==> config.mk <==
export PLATFORM = sky130hd
export DESIGN_NAME = imem_loader
export DESIGN_NICKNAME = d
export VERILOG_FILES = /design/src/rtl/imem_loader_pkg.sv /design/src/rtl/word_packer.sv /design/src/rtl/imem_loader.sv
export SDC_FILE = /design/constraint.sdc
export NUM_CORES = 1
export LEC_CHECK = 0
export ABC_AREA = 1
export BUFFER_PORTS_ARGS = -buffer_cell sky130_fd_sc_hd__buf_2
export CAP_MARGIN = 20
export CORE_ASPECT_RATIO = 1.4
export CORE_UTILIZATION = 53
export CTS_BUF_LIST = sky130_fd_sc_hd__clkbuf_8 sky130_fd_sc_hd__clkbuf_16
export DETAILED_ROUTE_END_ITERATION = 8
export PLACE_DENSITY = 0.75
export SLEW_MARGIN = 20
export SYNTH_ARGS = -nofsm -noshare
export SYNTH_HDL_FRONTEND = slang
export SYNTH_HIERARCHICAL = 1
export SYNTH_SLANG_ARGS = --single-unit
==> constraint.sdc <==
create_clock -name clk -period 5.5 [get_ports clk]
set_input_delay 0.825 -clock clk [delete_from_list [all_inputs] [get_ports clk]]
set_output_delay 0.825 -clock clk [all_outputs]
set_load 0.01 [all_outputs]
==> src/rtl/imem_loader_pkg.sv <==
// Shared definitions for the instruction-memory boot loader and its memory sizing.
// Pure declarations: no latency and no flow-control behaviour of its own.
package imem_loader_pkg;

    localparam int LEN_W      = 16;
    localparam int DEF_ADDR_W = 8;
    localparam int DEF_DEPTH  = 256;

    typedef enum logic [2:0] {
        IDLE  = 3'd0,
        LEN0  = 3'd1,
        LEN1  = 3'd2,
        DATA  = 3'd3,
        CSUM  = 3'd4,
        DONE  = 3'd5,
        ERROR = 3'd6
    } state_t;

endpackage

==> src/rtl/word_packer.sv <==
// Packs four bytes, first byte in bits 7:0, into one 32-bit word.
// The word and its one-cycle pulse are registered on the 4th byte's edge; it never stalls its source.
module word_packer (
    input  logic        clk,
    input  logic        reset,
    input  logic        clear,
    input  logic        byte_vld,
    input  logic [7:0]  byte_dat,
    output logic [1:0]  byte_idx,
    output logic        word_vld,
    output logic [31:0] word_dat
);

    logic [23:0] low_bytes;

    always_ff @(posedge clk or negedge reset) begin
        if (!reset) begin
            byte_idx  <= 2'd0;
            low_bytes <= 24'd0;
            word_vld  <= 1'b0;
            word_dat  <= 32'd0;
        end else begin
            word_vld <= 1'b0;
            if (clear) begin
                byte_idx <= 2'd0;
            end else if (byte_vld) begin
                if (byte_idx == 2'd3) begin
                    word_dat <= {byte_dat, low_bytes};
                    word_vld <= 1'b1;
                    byte_idx <= 2'd0;
                end else begin
                    // Shift right so earlier bytes settle into the low lanes.
                    low_bytes <= {byte_dat, low_bytes[23:8]};
                    byte_idx  <= byte_idx + 2'd1;
                end
            end
        end
    end

endmodule

==> src/rtl/imem_loader.sv <==
// Boot loader: parses a length/data/checksum byte frame into instruction memory writes and releases the CPU on success.
// Memory write appears the cycle after a word's 4th byte; rx_ready never drops inside a frame.
module imem_loader
    import imem_loader_pkg::*;
#(
    parameter int ADDR_W = DEF_ADDR_W,
    parameter int DEPTH  = DEF_DEPTH
) (
    input  logic              clk,
    input  logic              reset,
    input  logic              start,
    input  logic              rx_valid,
    input  logic [7:0]        rx_data,
    output logic              rx_ready,
    output logic              mem_we,
    output logic [ADDR_W-1:0] mem_addr,
    output logic [31:0]       mem_wdata,
    output logic              cpu_hold,
    output logic              busy,
    output logic              done,
    output logic              error,
    output logic [ADDR_W:0]   words_loaded
);

    state_t           state, state_nxt;
    logic [7:0]       len_lo;
    logic [LEN_W-1:0] len;
    logic [7:0]       csum;
    logic [1:0]       byte_idx;
    logic             xfer;
    logic             start_go;
    logic             word_done;
    logic             last_word;
    logic [LEN_W-1:0] len_full;

    assign rx_ready  = (state == LEN0) || (state == LEN1) || (state == DATA) || (state == CSUM);
    assign xfer      = rx_valid && rx_ready;
    assign start_go  = start && ((state == IDLE) || (state == DONE) || (state == ERROR));
    assign word_done = xfer && (state == DATA) && (byte_idx == 2'd3);
    assign len_full  = {rx_data, len_lo};
    assign last_word = (LEN_W'(words_loaded) + 16'd1) == len;

    always_ff @(posedge clk or negedge reset) begin
        if (!reset) state <= IDLE;
        else        state <= state_nxt;
    end

    always_comb begin
        state_nxt = state;
        unique case (state)
            IDLE, DONE, ERROR: if (start) state_nxt = LEN0;
            LEN0:              if (xfer) state_nxt = LEN1;
            LEN1: begin
                if (xfer) begin
                    if ((len_full == '0) || (len_full > LEN_W'(DEPTH))) state_nxt = ERROR;
                    else                                                state_nxt = DATA;
                end
            end
            DATA:              if (word_done && last_word) state_nxt = CSUM;
            CSUM: begin
                if (xfer) state_nxt = (rx_data == csum) ? DONE : ERROR;
            end
            default:           state_nxt = IDLE;
        endcase
    end

    always_ff @(posedge clk or negedge reset) begin
        if (!reset) begin
            busy         <= 1'b0;
            done         <= 1'b0;
            error        <= 1'b0;
            cpu_hold     <= 1'b1;
            len_lo       <= 8'd0;
            len          <= '0;
            csum         <= 8'd0;
            words_loaded <= '0;
            mem_addr     <= '0;
        end else begin
            // Status flags follow the state being entered so they line up with it.
            busy     <= (state_nxt == LEN0) || (state_nxt == LEN1) ||
                        (state_nxt == DATA) || (state_nxt == CSUM);
            done     <= (state_nxt == DONE);
            error    <= (state_nxt == ERROR);
            cpu_hold <= (state_nxt != DONE);
            if (start_go) begin
                words_loaded <= '0;
                csum         <= 8'd0;
                len          <= '0;
            end
            if (xfer && (state == LEN0)) begin
                len_lo <= rx_data;
                csum   <= csum ^ rx_data;
            end
            if (xfer && (state == LEN1)) begin
                len  <= len_full;
                csum <= csum ^ rx_data;
            end
            if (xfer && (state == DATA)) csum <= csum ^ rx_data;
            if (word_done) begin
                mem_addr     <= words_loaded[ADDR_W-1:0];
                words_loaded <= words_loaded + 1'b1;
            end
        end
    end

    word_packer u_packer (
        .clk      (clk),
        .reset    (reset),
        .clear    (start_go),
        .byte_vld (xfer && (state == DATA)),
        .byte_dat (rx_data),
        .byte_idx (byte_idx),
        .word_vld (mem_we),
        .word_dat (mem_wdata)
    );

endmodule

==> metrics.md <==
| Metric | Value |
|---|---|
| Element type at the critical path start | flop |
| Top area cells in the synthesized netlist | sky130_fd_sc_hd__dfrtp_1 54%, sky130_fd_sc_hd__nand2_1 14%, sky130_fd_sc_hd__nand3_1 6.4%, sky130_fd_sc_hd__nand4_1 4.4%, sky130_fd_sc_hd__o21ai_0 3.6% |
| Max_slew headroom | just over 50% |
| Period Utilization, post-route | between 50% and 60% |
| Final layout net count | 697 |
| Clock buffer count from CTS | 17 |
| Slew of the pin with the lowest slew margin | around 740 ps |
| Cell Pwr Density | around 530 mW/mm² |
| CP Buf/Inv Count | 3 |
| Die outline area | 0.0104 mm² |
| Diode insertion count for antenna repair | 0 |
| Number of levels in the clock H-tree | 4 |
| IO Pins | 67 |
| Number of hold-repair buffers added at the cts stage | 0 |
| Post-synth top flop | sky130_fd_sc_hd__dfrtp_1 |
| Post-DR vias/cell | about 5.4 |
| Critical Path End Type | flop |
| Post-synth EDFFs | 0 |
| Cell variety after synth | 35 |
| Post-cts resize count | 0 |
| Finished Layout Cells | between 800 and 900 |
| Die Ht | ~120 µm |
| Critical path class | reg -> reg |
| Signed area change from the synthesized netlist to the final layout | 17.4% |
| Maximum capacitance violations | 0 |
| Slowest cell delay on critical path | approximately 640 ps |
| Overall power after layout | roughly 3.3 mW |
| Unrepaired setup endpoints after global routing | no |
| # fillers | around 800 |
| Library cell with the highest instance count after synthesis | sky130_fd_sc_hd__nand2_1 |
| Initial cell density of the core | around 55% |
| Detailed placer's ending HPWL | about 7600 µm |
| Area of combinational cells with multiple inputs | a little over 0.002 mm² |
| Cell taking the most area after synthesis | sky130_fd_sc_hd__dfrtp_1 |
| Hold crit path type | in -> async |
| Synth Cell Area | between 0.005 and 0.006 mm² |
| Clk_lat worst skew | around 400 ps |
| Sequential cell area fraction in the yosys report | between 50% and 60% |
| Number of nets still failing antenna checks after routing | 0 |
| Placeable core region | ~0.0096 mm² |
| Synthesis-stage register bit count | 115 |
| Total negative slack for setup checks | 0 ps |
| Clock tree from TritonCTS | built |
| Total number of placement rows | 42 |
| WL/cell | approximately 14 µm |
| Per-instance average area after synthesis | around 8.5 µm² |
| Most used cell along the critical path | sky130_fd_sc_hd__nand2_1 |
| Req. time, crit path | between 5000 and 6000 ps |
| Setup violations, final | 0 |
| Synthesized Nets | between 600 and 700 |
| Count of clock tree sinks | approximately 120 |
| Maximum clock insertion buffer count | 2 |
| Fraction of final layout cells with drive strength greater than 1 | a little under a fifth |
| Placed instance count | 796 |
| Largest net degree at the start of global routing | 63 |
| Post-synth top cells | 202 x sky130_fd_sc_hd__nand2_1, 114 x sky130_fd_sc_hd__dfrtp_1, 68 x sky130_fd_sc_hd__nand3_1 |
| Post-Route WL | ~11000 µm |
| Number of global-route vias before repair | approximately 4300 |
| Flip-flop and latch area | ~0.0029 mm² |
| DR iter-0 viols | 270 |
| DR DRC count | 0 |
| Crit-path cells | inv_2, o21ai_1, a21boi_1, nand2_1, inv_1, inv_2, nand3_2, nand2_1, nand2_1 |
| Worst-path clk slew | about 50 ps |
| IR drop worst, VDD | approximately 0.34 mV |
| Endpoints failing hold | 0 |
| Final-report max-slew violation count | 0 |
| Total vias in the final route | about 4400 |
| Share of flip-flops with an asynchronous set or reset after synthesis | between 90% and 100% |
| Static Leak | about 3.3 nW |
| First-pass GRT wire length | 20300 µm |
| Clock period minus worst slack | 3090 ps |
| Post-Place Cell Area | 0.00567 mm² |
| Sum of overflow across all layers after global routing | 0 |
| Die width | 86.6 µm |
| Number of warnings issued by yosys | 6 |
| Global-route usage over all layers | about a quarter |
| Cell count after synthesis | 622 |
| Clock root cell | sky130_fd_sc_hd__clkbuf_16 |
| CP delay by family, top | simple AND/OR/NAND/NOR gates |
| CP arrival | 3380 ps |
| Slowest-stage cell, CP | sky130_fd_sc_hd__nand3_2 |
| Count of input and output buffers | 66 |
| Antenna violations before repair | 0 |
| Post-Route Skew | ~8.0 ps |
| Status | finished clean |
| Area fraction of the dominant cell type after synthesis | between 50% and 60% |
| Cell area after layout | around 0.0062 mm² |
| Maximum fanout along the worst path | 34 |
| Peak clock frequency supported by timing | around 320 MHz |
| Detailed Routing Iterations Pass 1 | 5 |
| Total setup buffers inserted after CTS | 0 |
| Final weighted congestion in routability-driven placement | 0.858 |
==> report_power, final <==
group / internal, mW / total, mW / switching (mW)
logic: 0.324 / 0.981 / 0.657
clock network: 0.696 / 1.05 / 0.349
registers: 1.12 / 1.29 / 0.178
total: 2.14 / 3.32 / 1.18
==> stage by stage <==
step	setup WS, ps	utilization, %	hold slack [ps]
floorplan	3450	-	442
global placement	2350	59.0	451
detailed placement	2240	59.0	455
CTS	2350	64.8	469
global route	2070	64.8	479
finish	2410	64.8	465
==> flip-flops by register name, summed over array words and instances (netlist names) <==
register and cells:
done 1, csum 8, u_packer/byte_idx 2, error 1, state 3, busy 1
mem_addr 8, len_lo 8, len 16, u_packer/word_vld 1, words_loaded 9, u_packer/word_dat 32
u_packer/low_bytes 24, cpu_hold 1
==> final timing paths <==
check / startpoint / endpoint / slack, ps / cells after the start
setup / recovery: state[2] / u_packer/word_dat[26] / 2410 / 9
min in group clk: u_packer/word_dat[12] / u_packer/word_dat[12] / 470 / 2
max in group asynchronous: reset / u_packer/byte_idx[0] / 3870 / 2
setup reg to reg: state[2] / u_packer/word_dat[26] / 2410 / 9
hold / removal: reset / words_loaded[6] / 470 / 1
hold reg to reg: u_packer/word_dat[12] / u_packer/word_dat[12] / 470 / 2
==> placed cells by master, fill, tap and decap left out, types with 6 or more instances in the layout <==
| cell type | count |
|---|---|
| sky130_fd_sc_hd__nand3_1 | 68 |
| sky130_fd_sc_hd__buf_2 | 65 |
| sky130_fd_sc_hd__nand2_1 | 202 |
| sky130_fd_sc_hd__inv_2 | 9 |
| sky130_fd_sc_hd__dfrtp_1 | 114 |
| sky130_fd_sc_hd__nor2_1 | 25 |
| sky130_fd_sc_hd__clkbuf_16 | 17 |
| sky130_fd_sc_hd__o21ai_0 | 38 |
| sky130_fd_sc_hd__xnor2_1 | 8 |
| sky130_fd_sc_hd__nand4_1 | 37 |
| sky130_fd_sc_hd__o22ai_1 | 9 |
| sky130_fd_sc_hd__inv_1 | 42 |
| sky130_fd_sc_hd__nand2_2 | 6 |
==> final cells by class <==
class | count | area share, %
clock inverters | 7 | 1.34
inverters | 53 | 3.21
flip-flops and latches | 115 | 46.2
multi-input cells | 427 | 33.2
clock buffers | 21 | 7.71
repair buffers | 69 | 5.70
well taps | 132 | 2.65
==> logic make-up after synthesis <==
group / after synthesis / synth area share (%)
buffers and inverters: 80 / 6.88
flip-flops: 115 / 54.2
AND/OR/NAND/NOR: 358 / 31.0
XOR/XNOR: 9 / 1.48
adder cells (fa/ha/maj): 2 / 0.471
AO/OA/AOI/OAI: 58 / 5.96
==> metal layers <==
metal | vias to the layer above | track usage (%) | wire (µm)
met4 | 0 | 10.8 | 345
met3 | 27 | 7.58 | 551
li1 | 2165 | - | -
met1 | 2077 | 32.4 | 5110
met5 | - | 0 | 0
met2 | 145 | 39.7 | 5490
Power figures use the tool's default switching activity.
